--- src/rtl/vga_draw_arbiter_pkg.sv ---
// Shared widths, screen limits and FSM state type for the VGA draw arbiter.
package vga_draw_pkg;

  localparam int unsigned X_W      = 8;
  localparam int unsigned Y_W      = 7;
  localparam int unsigned C_W      = 3;
  localparam int unsigned SCREEN_W = 160;
  localparam int unsigned SCREEN_H = 120;

  localparam logic [C_W-1:0] COLOUR_BLACK = 3'b000;

  typedef enum logic [1:0] {
    S_IDLE  = 2'd0,
    S_SWEEP = 2'd1,
    S_DONE  = 2'd2
  } state_e;

endpackage

--- src/rtl/vga_draw_arbiter_rr_arbiter.sv ---
// Combinational round-robin pick: first set request at or after ptr, modulo NREQ.
module rr_arbiter #(
  parameter int unsigned NREQ  = 4,
  parameter int unsigned IDX_W = (NREQ > 1) ? $clog2(NREQ) : 1
) (
  input  logic [NREQ-1:0]  req,
  input  logic [IDX_W-1:0] ptr,
  output logic [NREQ-1:0]  win_onehot_c,
  output logic [IDX_W-1:0] win_idx_c,
  output logic             any_req_c
);

  logic [IDX_W-1:0] cand;

  always_comb begin
    win_onehot_c = '0;
    win_idx_c    = '0;
    any_req_c    = 1'b0;
    cand         = '0;
    for (int unsigned k = 0; k < NREQ; k++) begin
      cand = IDX_W'((32'(ptr) + k) % NREQ);
      if (!any_req_c && req[cand]) begin
        any_req_c          = 1'b1;
        win_idx_c          = cand;
        win_onehot_c[cand] = 1'b1;
      end
    end
  end

endmodule

--- src/rtl/vga_draw_arbiter.sv ---
// Round-robin owner of the single VGA plot port; sweeps a BOX_W x BOX_H box per grant.
// Optional CLIP_EN macro suppresses plots that fall off the 160x120 screen.
module vga_draw_arbiter
  import vga_draw_pkg::*;
#(
  parameter int unsigned NREQ  = 4,
  parameter int unsigned BOX_W = 10,
  parameter int unsigned BOX_H = 10
) (
  input  logic              clock,
  input  logic              reset,
  input  logic [NREQ-1:0]   req,
  input  logic [NREQ*X_W-1:0] req_x,
  input  logic [NREQ*Y_W-1:0] req_y,
  input  logic [NREQ*C_W-1:0] req_colour,
  input  logic [NREQ-1:0]   req_erase,
  output logic [NREQ-1:0]   grant,
  output logic [NREQ-1:0]   done,
  output logic [X_W-1:0]    vga_x,
  output logic [Y_W-1:0]    vga_y,
  output logic [C_W-1:0]    vga_colour,
  output logic              vga_plot,
  output logic              busy
);

  localparam int unsigned IDX_W = (NREQ > 1) ? $clog2(NREQ) : 1;
  localparam int unsigned CX_W  = (BOX_W > 1) ? $clog2(BOX_W) : 1;
  localparam int unsigned CY_W  = (BOX_H > 1) ? $clog2(BOX_H) : 1;

  state_e           state_q, state_d;
  logic [IDX_W-1:0] ptr_q, ptr_d;
  logic [IDX_W-1:0] win_q, win_d;
  logic [X_W-1:0]   base_x_q, base_x_d;
  logic [Y_W-1:0]   base_y_q, base_y_d;
  logic [C_W-1:0]   colour_q, colour_d;
  logic [CX_W-1:0]  cx_q, cx_d;
  logic [CY_W-1:0]  cy_q, cy_d;
  logic [NREQ-1:0]  grant_q, grant_d;
  logic [NREQ-1:0]  done_q, done_d;
  logic [X_W-1:0]   vga_x_q, vga_x_d;
  logic [Y_W-1:0]   vga_y_q, vga_y_d;
  logic [C_W-1:0]   vga_colour_q, vga_colour_d;
  logic             vga_plot_q, vga_plot_d;
  logic             busy_q, busy_d;

  logic [NREQ-1:0]  win_onehot;
  logic [IDX_W-1:0] win_idx;
  logic             any_req;
  logic [X_W-1:0]   sel_x;
  logic [Y_W-1:0]   sel_y;
  logic [C_W-1:0]   sel_colour;

  rr_arbiter #(
    .NREQ  (NREQ),
    .IDX_W (IDX_W)
  ) u_rr_arbiter (
    .req          (req),
    .ptr          (ptr_q),
    .win_onehot_c (win_onehot),
    .win_idx_c    (win_idx),
    .any_req_c    (any_req)
  );

  // Pull the current winner's fields out of the packed request buses.
  always_comb begin
    sel_x      = '0;
    sel_y      = '0;
    sel_colour = '0;
    for (int unsigned i = 0; i < NREQ; i++) begin
      if (IDX_W'(i) == win_idx) begin
        sel_x      = req_x[i*X_W +: X_W];
        sel_y      = req_y[i*Y_W +: Y_W];
        sel_colour = req_erase[i] ? COLOUR_BLACK : req_colour[i*C_W +: C_W];
      end
    end
  end

  // Next-state and registered-output logic.
  always_comb begin
    state_d      = state_q;
    ptr_d        = ptr_q;
    win_d        = win_q;
    base_x_d     = base_x_q;
    base_y_d     = base_y_q;
    colour_d     = colour_q;
    cx_d         = cx_q;
    cy_d         = cy_q;
    grant_d      = grant_q;
    done_d       = '0;
    vga_x_d      = vga_x_q;
    vga_y_d      = vga_y_q;
    vga_colour_d = vga_colour_q;
    vga_plot_d   = 1'b0;

    case (state_q)
      S_IDLE: begin
        if (any_req) begin
          win_d    = win_idx;
          base_x_d = sel_x;
          base_y_d = sel_y;
          colour_d = sel_colour;
          grant_d  = win_onehot;
          cx_d     = '0;
          cy_d     = '0;
          state_d  = S_SWEEP;
        end
      end
      S_SWEEP: begin
        vga_x_d      = base_x_q + X_W'(cx_q);
        vga_y_d      = base_y_q + Y_W'(cy_q);
        vga_colour_d = colour_q;
`ifdef CLIP_EN
        vga_plot_d   = (vga_x_d < X_W'(SCREEN_W)) && (vga_y_d < Y_W'(SCREEN_H));
`else
        vga_plot_d   = 1'b1;
`endif
        if (cx_q == CX_W'(BOX_W - 1)) begin
          cx_d = '0;
          if (cy_q == CY_W'(BOX_H - 1)) begin
            state_d = S_DONE;
          end else begin
            cy_d = cy_q + CY_W'(1);
          end
        end else begin
          cx_d = cx_q + CX_W'(1);
        end
      end
      S_DONE: begin
        grant_d       = '0;
        done_d[win_q] = 1'b1;
        ptr_d         = (win_q == IDX_W'(NREQ - 1)) ? '0 : win_q + IDX_W'(1);
        state_d       = S_IDLE;
      end
      default: begin
        state_d = S_IDLE;
        grant_d = '0;
      end
    endcase

    busy_d = (state_d != S_IDLE);
  end

  always_ff @(posedge clock or posedge reset) begin
    if (reset) begin
      state_q      <= S_IDLE;
      ptr_q        <= '0;
      win_q        <= '0;
      base_x_q     <= '0;
      base_y_q     <= '0;
      colour_q     <= '0;
      cx_q         <= '0;
      cy_q         <= '0;
      grant_q      <= '0;
      done_q       <= '0;
      vga_x_q      <= '0;
      vga_y_q      <= '0;
      vga_colour_q <= '0;
      vga_plot_q   <= 1'b0;
      busy_q       <= 1'b0;
    end else begin
      state_q      <= state_d;
      ptr_q        <= ptr_d;
      win_q        <= win_d;
      base_x_q     <= base_x_d;
      base_y_q     <= base_y_d;
      colour_q     <= colour_d;
      cx_q         <= cx_d;
      cy_q         <= cy_d;
      grant_q      <= grant_d;
      done_q       <= done_d;
      vga_x_q      <= vga_x_d;
      vga_y_q      <= vga_y_d;
      vga_colour_q <= vga_colour_d;
      vga_plot_q   <= vga_plot_d;
      busy_q       <= busy_d;
    end
  end

  assign grant      = grant_q;
  assign done       = done_q;
  assign vga_x      = vga_x_q;
  assign vga_y      = vga_y_q;
  assign vga_colour = vga_colour_q;
  assign vga_plot   = vga_plot_q;
  assign busy       = busy_q;

endmodule

--- config.mk ---
export PLATFORM = sky130hd
export DESIGN_NAME = vga_draw_arbiter
export DESIGN_NICKNAME = d
export VERILOG_FILES = /design/src/rtl/vga_draw_arbiter_pkg.sv /design/src/rtl/vga_draw_arbiter_rr_arbiter.sv /design/src/rtl/vga_draw_arbiter.sv
export SDC_FILE = /design/constraint.sdc
export NUM_CORES = 1
export LEC_CHECK = 0
export BUFFER_PORTS_ARGS = -buffer_cell sky130_fd_sc_hd__buf_2
export CAP_MARGIN = 25
export CORE_MARGIN = 2
export CORE_UTILIZATION = 45
export CTS_CLUSTER_SIZE = 20
export DETAILED_ROUTE_END_ITERATION = 12
export PLACE_DENSITY = 0.69
export SYNTH_ARGS = -nofsm -noshare
export SYNTH_HDL_FRONTEND = slang
export SYNTH_SLANG_ARGS = --single-unit
--- constraint.sdc ---
create_clock -name clock -period 6.6 [get_ports clock]
set_input_delay 0.99 -clock clock [delete_from_list [all_inputs] [get_ports clock]]
set_output_delay 0.99 -clock clock [all_outputs]
set_load 0.03 [all_outputs]
=== Yosys cells after proc, flatten, opt, wreduce, memory -nomap -nowiden ===
Cells that the tools add are included.

* Bits in registers: 60
* Bits of input ports: 82
* Output and inout bits: 28
* Logic and storage cells: 128

* $add $sub $neg: 8
* Magnitude comparators: 10
* Eq/ne operators: 11
* Muxes and demuxes: 61
* Bitwise operators: 4
* Reductions and logical operators: 19

{| class="wikitable"
|+ Operators by type and width
! cell !! count
|-
| $mux W4 || 10
|-
| $mux W8 || 4
|-
| $mux W7 || 4
|-
| $mux W3 || 8
|-
| $pmux W4 S2 || 3
|-
| $mux W2 || 8
|-
| $lt A2 B3 Y1 const B || 5
|-
| $mux W1 || 14
|-
| $or A4 B4 Y4 || 3
|-
| $demux W1 S2 || 5
|-
| $ge A2 B1 Y1 const B || 5
|-
| $add A4 B1 Y4 const B || 2
|-
| $add A8 B4 Y8 || 1
|-
| $bmux W1 S2 || 4
|-
| $eq A4 B4 Y1 const B || 2
|-
| $logic_and A1 B1 Y1 || 8
|-
| $add A7 B4 Y7 || 1
|-
| $ne A2 B2 Y1 const B || 3
|-
| $reduce_and A2 Y1 || 3
|-
| $add A2 B1 Y2 const B || 2
|-
| $add A2 B2 Y2 const B || 2
|-
| $eq A2 B2 Y1 const A || 2
|-
| $eq A2 B2 Y1 const B || 2
|-
| $logic_not A2 Y1 || 2
|-
| 7 further kinds || 10
|}

=== Depth between registers and ports, before layout ===
Gate-level depths: netlist of run 1.

* Depth after elaboration: 17
* Mapped depth: 12

=== Modules after synthesis ===
Synthesis of run 1 repeated with hierarchy kept, for this count alone.

* Cells, all modules: 328
* Area, all modules: 3841.2 µm²

{| class="wikitable"
|+ By module, submodules not included
! module !! instances !! cells an instance !! area each (µm²) !! seq. area each (µm²)
|-
| vga_draw_arbiter || 1 || 283 || 3422.0 || 1501.4
|-
| rr_arbiter || 1 || 45 || 419.2 || 0.0
|}

=== Least setup slack after synthesis of run 1 ===
OpenSTA, ideal clock, no wires.

* Kind: register to register
* Start point: register ptr_q[1]
* End point: register base_y_q[4]
* Setup time: 0.125 ns
* Data arrival time: 3.243 ns
* Data required time: 6.475 ns
* Path slack: 3.232 ns
* Stages on the path, launching flop included: 11
* Path through: dfrtp_1 > clkbuf_1 > inv_1 > ha_1 > buf_2 > mux4_2 > or3_1 > o32ai_2 > buf_4 > mux4_2 > mux2_4

* Word-level cells in the longest chain between the ends: 17
* Elaborated cells on any way between the ends: 34
* Those cells by class: add/sub: 3; eq/ne: 3; mux: 20; reduce/logical: 8

{| class="wikitable"
|+ Ends and longest elaborated chain
! element !! line !! source
|-
| from (decl) || vga_draw_arbiter.sv:31 || <nowiki>logic [IDX_W-1:0] ptr_q, ptr_d;</nowiki>
|-
| from (signal assigned) || vga_draw_arbiter.sv:162 || <nowiki>ptr_q <= ptr_d;</nowiki>
|-
| branches (longest 17 deep; another with $add A2 B1 Y2) || -- ||
|-
| to (signal assigned) || vga_draw_arbiter.sv:165 || <nowiki>base_y_q <= base_y_d;</nowiki>
|-
| to (decl) || vga_draw_arbiter.sv:34 || <nowiki>logic [Y_W-1:0] base_y_q, base_y_d;</nowiki>
|}

Parallel ways; which one is timed is not known. The select of a mux whose other input is x is not followed.
A chain may end at the register's enable or synchronous reset.

=== Final worst setup path of run 1 ===
* Start point: register ptr_q[0]
* End point: register base_x_q[7]

* Word-level cells in the longest chain between the ends: 17
* Elaborated cells on any way between the ends: 34
* Those cells by class: add/sub: 3; eq/ne: 3; mux: 20; reduce/logical: 8

{| class="wikitable"
|+ Ends and longest elaborated chain
! element !! line !! source
|-
| branches (longest 17 deep; another with $add A2 B1 Y2) || -- ||
|-
| to (signal assigned) || vga_draw_arbiter.sv:164 || <nowiki>base_x_q <= base_x_d;</nowiki>
|-
| to (decl) || vga_draw_arbiter.sv:33 || <nowiki>logic [X_W-1:0] base_x_q, base_x_d;</nowiki>
|}

Parallel ways; which one is timed is not known. The select of a mux whose other input is x is not followed.

==> results of run 1 <==
## final timing paths
| check | startpoint | endpoint | slack (ns) | cells past startpoint |
|---|---|---|---|---|
| hold reg to reg | vga_x[0] | vga_x[0] | 0.47 | 2 |
| setup / recovery | ptr_q[0] | base_x_q[7] | 2.34 | 7 |
| min in group asynchronous | reset | vga_x[2] | 0.85 | 3 |
| hold / removal | vga_x[0] | vga_x[0] | 0.47 | 2 |
| max in group asynchronous | reset | vga_y[1] | 5.26 | 3 |
| setup reg to reg | ptr_q[0] | base_x_q[7] | 2.34 | 7 |
## power by group
group          total [mW]  leakage [nW]  internal (mW)  switching [mW]
Sequential          0.368         0.794          0.368               0
Combinational      0.0765          1.36         0.0432          0.0333
Clock               0.319        0.0910          0.172           0.147
Total               0.763          2.25          0.583           0.180
## critical path, cell delays in order, from the launching register on
cell and delay [ns]:
dfrtp_1 0.67, inv_1 0.23, ha_1 0.54, mux4_2 0.68
or3_1 0.46, o32ai_4 0.87, mux4_1 0.40, mux2_2 0.28
## cells in the mapped netlist, types with 3 or more instances
cell	instances
a221oi_1	6
nor2_1	17
dfrtp_1	60
ha_1	23
nand2_1	50
nand2b_1	8
and2_1	4
a211oi_1	6
mux4_2	13
clkbuf_1	7
buf_2	3
mux2_4	7
mux4_1	8
mux2_2	9
xor2_1	10
inv_1	22
o211ai_1	3
o21ai_0	28
a22oi_1	4
nor2b_1	6
nand3_1	4
## sequential cells by signal (all words and copies together) (netlist names)
signal / flops
ptr_q: 2
done: 4
vga_colour: 3
busy: 1
base_x_q: 8
cy_q: 4
vga_y: 7
vga_x: 8
state_q: 2
win_q: 2
colour_q: 3
grant: 4
vga_plot: 1
cx_q: 4
base_y_q: 7
## cell type report
type	instances	area, um2
repair buffers	113	616
clock inverters	7	67.6
multi-input cells	238	2050
flip-flops and latches	60	1500
fillers	695	3560
inverters	22	82.6
well taps	105	131
clock buffers	9	124
## per-layer routing
metal / track usage, % / part of all wire [%] / vias up
met5: 0 / 0 / -
met4: 7.97 / 1.8 / 0
met3: 3.24 / 5.2 / 12
met2: 29.0 / 47 / 89
met1: 26.0 / 46 / 1354
li1: - / - / 1423
## kinds of logic (layout without fill, tap and decap cells)
family / count (synthesis) / in the layout / synth area share (%)
compound gates: 64 / 64 / 11.4
xor+xnor: 12 / 12 / 2.82
fa+ha+maj: 25 / 25 / 8.80
buf+inv: 38 / 151 / 4.97
flops: 60 / 60 / 40.3
mux: 39 / 39 / 19.6
simple gates: 98 / 98 / 12.1
## cells in the final DEF (no fill, tap or decap), drive strengths merged, types with 3 or more instances in the layout
cell	synthesis	routed
buf	9	113
mux2	16	16
nor2	17	17
nor2b	7	7
o211ai	3	3
and2	4	4
inv	22	22
a221oi	6	6
a22oi	4	4
ha	23	23
o21ai	30	30
mux4	21	21
clkinvlp	0	3
clkbuf	7	9
nand2	50	50
dfrtp	60	60
a211oi	6	6
clkinv	0	3
xor2	10	10
nand2b	8	8
nand3	4	4
==> flow_summary.json, run 1 <==
{
  "status": "complete, no violations",
  "fin_crit_ns": 4.26,
  "cp.arrival_ns": 4.48,
  "synth.top_cell.area_share_pct": 40.3,
  "cellLeakagePower_nw": 2.25,
  "clk_pin_slew_worst_paths_ns": 0.07,
  "dp.cells": 536,
  "fmax_mhz": 235,
  "cts_max_path_buffers": 2,
  "gp_congestion": 0.915,
  "total_power_mw": 0.763,
  "ir_drop_uv": 91.4,
  "worst-path-max-fanout": 21,
  "ctsResizeCount": 0,
  "synth.yosys.seq_area_share_pct": 40.3,
  "finish.utilization_pct": 56.3,
  "core_mm2": 0.00813,
  "numCtsBuffers": 9,
  "drt-total-wl_um": 8100,
  "fin_crit_sh_pct": 64.5,
  "place_ws_ns": 2.23,
  "hold_ws_ns": 0.469,
  "drive_gt1_share_pct": 36.5,
  "grt_overflow": 0,
  "io-pin-count": 110,
  "yosysUniqueCellTypes": 48,
  "p_per_area_mw_per_mm2": 167,
  "hold_viol": 0,
  "rsz0062_at_grt": "false",
  "dieWidth_um": 95.0,
  "track_usage_pct": 18.7,
  "layoutNonFillerInstCount": 554,
  "synth_edf_count": 0,
  "num_rows": 33,
  "port_buffers": 109,
  "grt_pass1_wl_um": 12800,
  "nets": 551,
  "cts_tree": "built",
  "setup_viol": 0,
  "die_area_mm2": 0.00903,
  "cts-htree-levels": 3,
  "postRouteAntennaNets": 0,
  "async_reset_ff_share_pct": 100,
  "skew_ns": 0.0115,
  "worstMarginPinSlew_ns": 0.983,
  "synth_warnings": 0,
  "cts-root-buf": "clkbuf_8",
  "placed_area_mm2": 0.00433,
  "cp.required_ns": 6.82,
  "fp.dieH_um": 95.0,
  "maxCapViolCount": 0,
  "synth_area_leaders": "dfrtp_1 40%, mux4_2 7.9%, ha_1 7.7%",
  "vias": 2878,
  "synth_nets": 443,
  "slew_headroom_pct": 34.4,
  "worstSetupEndpointType": "flop",
  "synth_top_area_cell": "dfrtp_1",
  "cts_hold_buffers": 0,
  "area_growth_pct": 22.8,
  "antenna_cells": 0,
  "antenna_found_initial": 0,
  "clk_latency_ns": 0.34,
  "wl_per_cell_um": 14.6,
  "fin_setup_tns_ns": 0,
  "hold_class": "flop to flop",
  "setup_ws_ns": 2.34,
  "stdcell_area_mm2": 0.00458,
  "drc_errors": 0,
  "dominantRegCellSynth": "dfrtp_1",
  "drtIter0Drc": 110,
  "cp-start-kind": "flop",
  "grt_max_degree": 61,
  "start_util_pct": 45.8,
  "viasPerCell": 5.19,
  "grt_pass1_vias": 2707,
  "postCtsSetupBuffers": 0,
  "synth_cells": 336,
  "synth_seq_cells": 60,
  "syn_area_per_cell_um2": 11.1,
  "criticalPathCategory": "flop to flop",
  "clock-sinks": 60,
  "drv_slew": 0,
  "first_pass_iters": 4,
  "syn-cell-area_mm2": 0.00373,
  "hpwl_um": 6160
}
(Power assumes the default switching activity.)
==> run 2, diff against run 1 <==
PLACE_DENSITY = 0.72   (was 0.69)
clock period = 3.7 ns   (was 6.6 ns; I/O delays follow)
==> flow_summary.json, run 2 (synthesis gave the netlist of run 1 again) <==
{
  "status": "complete, no violations",
  "first_pass_iters": 4,
  "cts-root-buf": "clkbuf_8",
  "vias": 3002,
  "area_growth_pct": 22.6,
  "grt_pass1_vias": 2886,
  "grt_overflow": 0,
  "slowest_delay_ns": 0.64,
  "cts_hold_buffers": 0,
  "nets": 557,
  "slew_headroom_pct": 43.0,
  "r2r_cells": 8,
  "cts_tree": "built",
  "dieWidth_um": 95.0,
  "num_rows": 33,
  "drc_errors": 0,
  "skew_ns": 0.0101,
  "switching_share_pct": 25.3,
  "p_per_area_mw_per_mm2": 290,
  "most-common-layout-cells": "109 x buf_2, 60 x dfrtp_1, 50 x nand2_1",
  "fmax_mhz": 292,
  "nFillCells": 718,
  "clkPwrFrac_pct": 40.1,
  "clk_pin_slew_worst_paths_ns": 0.08,
  "antenna_cells": 0,
  "place_ws_ns": 0.288,
  "numCtsBuffers": 9,
  "cellLeakagePower_nw": 2.26,
  "die_area_mm2": 0.00903,
  "hold_viol": 0,
  "gp_congestion": 0.885,
  "maxCapViolCount": 0,
  "port_buffers": 109,
  "power.share.combinational_pct": 10.4,
  "cts-htree-levels": 3,
  "clk_latency_ns": 0.34,
  "worstSetupEndpointType": "flop",
  "worst-path-max-fanout": 14,
  "hold_ws_ns": 0.391,
  "setup_viol": 0,
  "fin_crit_sh_pct": 92.6,
  "viasPerCell": 5.36,
  "antenna_found_initial": 0,
  "clock-sinks": 60,
  "postRouteAntennaNets": 0,
  "power_switching_mw": 0.335,
  "cp-start-kind": "flop",
  "setup_ws_ns": 0.274,
  "cp.required_ns": 3.92,
  "hold_class": "input pin to asynchronous set/reset pin",
  "track_usage_pct": 19.7,
  "worstMarginPinSlew_ns": 0.854,
  "criticalPathCategory": "flop to flop",
  "ir_drop_uv": 128,
  "drive_gt1_share_pct": 37.4,
  "core_mm2": 0.00813,
  "multi_input_area_mm2": 0.00205,
  "fin_crit_ns": 3.43,
  "critPathSlowestCell": "mux4_2",
  "hpwl_um": 6610,
  "grt_pass1_wl_um": 13600,
  "fp.dieH_um": 95.0,
  "drv_slew": 0,
  "layout_commonest_cell": "buf_2",
  "drtIter0Drc": 157,
  "cp_cell_sequence": "inv_1 > ha_1 > mux4_2 > or3_1 > o32ai_4 > buf_4 > mux4_1 > mux2_2",
  "io-pin-count": 110,
  "cp.arrival_ns": 3.65,
  "pwr-share-seq_pct": 49.5,
  "rsz0062_at_grt": "false",
  "layout.area.seq_mm2": 0.00150,
  "intPower_mw": 0.990,
  "ctsResizeCount": 0,
  "postCtsSetupBuffers": 0,
  "drt-total-wl_um": 8630,
  "start_util_pct": 45.8,
  "fin_setup_tns_ns": 0,
  "wl_per_cell_um": 15.4,
  "cts_max_path_buffers": 2,
  "grt_max_degree": 43,
  "finish.utilization_pct": 56.2
}
## run 2: routing by layer
| layer | wire [um] | GRT usage, % | part of all wire (%) | vias to the layer above |
|---|---|---|---|---|
| met1 | 3760 | 26.1 | 44 | 1458 |
| met3 | 544 | 4.03 | 6.3 | 8 |
| met4 | 102 | 7.73 | 1.2 | 0 |
| met5 | 0 | 0 | 0 | - |
| li1 | - | - | - | 1436 |
| met2 | 4230 | 32.0 | 49 | 100 |
## run 2: critical path, delay by kind of cell (launching register included)
kind	cells	cell delay [ns]
mux	3	1.23
fa+ha+maj	1	0.35
flops	1	0.55
buf+inv	2	0.43
compound gates	1	0.29
simple gates	1	0.46
## run 2: path summary, 6_finish.rpt
path                       slack [ns]          end      from
hold reg to reg                  0.47     vga_y[0]  vga_y[0]
min in group clock               0.47     vga_y[0]  vga_y[0]
setup / recovery                 0.27  base_x_q[4]  ptr_q[1]
setup reg to reg                 0.27  base_x_q[4]  ptr_q[1]
max in group asynchronous        2.52  colour_q[2]     reset
hold / removal                   0.39         busy     reset
## run 2: per-stage QoR
step           power [mW]  area (um2)  cells
2_1_floorplan       0.747        3730    336
3_3_place_gp        0.804        4390    544
3_5_place_dp        0.807        4390    544
4_1_cts              1.33        4570    560
5_1_grt              1.38        4570    560
6_report             1.33        4570    560
## run 2: final cells by class
type / instances / share of cell area, %
Multi-Input combinational cell: 238 / 45.0
Clock buffer: 10 / 3.01
Timing Repair Buffer: 119 / 13.6
Sequential cell: 60 / 32.9
Clock inverter: 6 / 0.876
Tap cell: 105 / 2.88
Inverter: 22 / 1.81
## run 2: power by group through the flow
stage                     combinational (mW)  clock, mW  sequential, mW
final                                  0.138      0.532           0.656
after global routing                   0.150      0.572           0.655
after CTS                              0.139      0.537           0.656
after detailed placement               0.138          0           0.668
after global placement                 0.136          0           0.668
after floorplan                       0.0790          0           0.668
==> run 3, diff against run 2 <==
CELL_PAD_IN_SITES_DETAIL_PLACEMENT = 1   (was default)
CELL_PAD_IN_SITES_GLOBAL_PLACEMENT = 1   (was default)
CORE_UTILIZATION = 36   (was 45)
HOLD_SLACK_MARGIN = 0.1   (was default)
PLACE_DENSITY = default   (was 0.72)
PLACE_DENSITY_LB_ADDON = 0.08   (was default)
==> flow_summary.json, run 3 (synthesis gave the netlist of run 1 again) <==
{
  "num_rows": 37,
  "nets": 557,
  "ctsResizeCount": 0,
  "setup_ws_ns": 0.227,
  "switching_share_pct": 23.3,
  "cp.arrival_ns": 3.70,
  "fin_crit_ns": 3.47,
  "ir_drop_uv": 139,
  "cts_tree": "built",
  "criticalPathCategory": "flop to flop",
  "cts_hold_buffers": 0,
  "most-common-layout-cells": "109 x buf_2, 60 x dfrtp_1, 50 x nand2_1",
  "fin_setup_tns_ns": 0,
  "first_pass_iters": 4,
  "fin_crit_sh_pct": 93.9,
  "grt_overflow": 0,
  "clk_latency_ns": 0.34,
  "drive_gt1_share_pct": 37.0,
  "hpwl_um": 7050,
  "slew_headroom_pct": 47.4,
  "reg2reg_setup_slack_ns": 0.23,
  "postCtsSetupBuffers": 0,
  "postRouteAntennaNets": 0,
  "hold_class": "input pin to asynchronous set/reset pin",
  "drt-total-wl_um": 9200,
  "setup_viol": 0,
  "maxCapViolCount": 0,
  "cts_max_path_buffers": 2,
  "stdcell_area_mm2": 0.00462,
  "port_buffers": 109,
  "dieWidth_um": 106,
  "cellLeakagePower_nw": 2.27,
  "total_power_mw": 1.36,
  "cp-start-kind": "flop",
  "drtIter0Drc": 101,
  "clkPwrFrac_pct": 41.7,
  "viasPerCell": 5.01,
  "worstSetupEndpointType": "flop",
  "grt_max_degree": 61,
  "status": "complete, no violations",
  "intPower_mw": 1.04,
  "layout_commonest_cell": "buf_2",
  "drc_errors": 0,
  "hold_ws_ns": 0.419,
  "cp.required_ns": 3.93,
  "cts-htree-levels": 3,
  "worst-path-max-fanout": 11,
  "wl_per_cell_um": 15.6,
  "grt_pass1_vias": 3119,
  "p_per_area_mw_per_mm2": 295,
  "clk_pin_slew_worst_paths_ns": 0.07,
  "nFillCells": 1198,
  "rsz0062_at_grt": "false",
  "fmax_mhz": 288,
  "power.share.combinational_pct": 10.1,
  "die_area_mm2": 0.0112,
  "skew_ns": 0.00810,
  "gp_congestion": 0.775,
  "vias": 2956,
  "track_usage_pct": 17.8,
  "placed_area_mm2": 0.00443,
  "start_util_pct": 36.6,
  "core_mm2": 0.0102,
  "io-pin-count": 110,
  "area_growth_pct": 23.9,
  "antenna_found_initial": 0,
  "power_switching_mw": 0.317,
  "worstMarginPinSlew_ns": 0.789,
  "fp.dieH_um": 106,
  "numCtsBuffers": 9,
  "cts-root-buf": "clkbuf_8",
  "grt_pass1_wl_um": 15500,
  "pwr-share-seq_pct": 48.2,
  "clock-sinks": 60,
  "drv_slew": 0,
  "hold_viol": 0,
  "antenna_cells": 0,
  "place_ws_ns": 0.197
}
-- run 3: changes by cell type in the layout (fill, tap and decap cells not counted) --
cell | previous run | this run
clkbuf_1 | 0 | 1
clkbuf_8 | 10 | 13
clkinv_2 | 2 | 1
clkinvlp_4 | 4 | 0
-- run 3: layout make-up --
class / count / area (um2) / area share (%)
clock buffer: 14 / 183 / 3.96
tap: 136 / 170 / 3.69
timing repair buffer: 119 / 621 / 13.4
multi-input combinational: 238 / 2050 / 44.5
clock inverter: 1 / 5.00 / 0.108
inverter: 22 / 82.6 / 1.79
sequential: 60 / 1500 / 32.5
-- run 3: metrics by stage --
| step | instances | utilization [%] |
|---|---|---|
| final | 590 | 45.3 |
| after global placement | 575 | 43.5 |
| after floorplan | 336 | - |
| after global routing | 590 | 45.3 |
| after CTS | 590 | 45.3 |
| after detailed placement | 575 | 43.5 |
-- run 3: final timing paths --
kind / from / to / cells past startpoint
min in group clock: vga_y[5] / vga_y[5] / 2
worst min-delay path: reset / vga_y[4] / 3
max in group asynchronous: reset / base_x_q[1] / 3
worst max register to register: ptr_q[0] / base_y_q[3] / 8
worst max-delay path: ptr_q[0] / base_y_q[3] / 8
worst min register to register: vga_y[5] / vga_y[5] / 2
-- run 3: power groups by stage --
| stage | clock network [mW] | logic (mW) | registers, mW |
|---|---|---|---|
| finish | 0.568 | 0.137 | 0.656 |
| global route | 0.611 | 0.153 | 0.655 |
| CTS | 0.584 | 0.141 | 0.656 |
| floorplan | 0 | 0.0790 | 0.668 |
| global placement | 0 | 0.137 | 0.668 |
| detailed placement | 0 | 0.140 | 0.668 |
-- run 3: routing by layer --
layer / wire length, um / track usage [%]
met4: 113 / 5.36
met1: 4270 / 23.3
met5: 0 / 0
met3: 384 / 3.46
met2: 4440 / 30.0
-- run 3: critical path, stage by stage, from the launching register on --
cell	delay, ns
dfrtp_1	0.35
inv_1	0.11
ha_1	0.34
mux4_2	0.63
or3_1	0.48
o32ai_4	0.54
buf_4	0.32
mux4_2	0.33
mux2_4	0.27
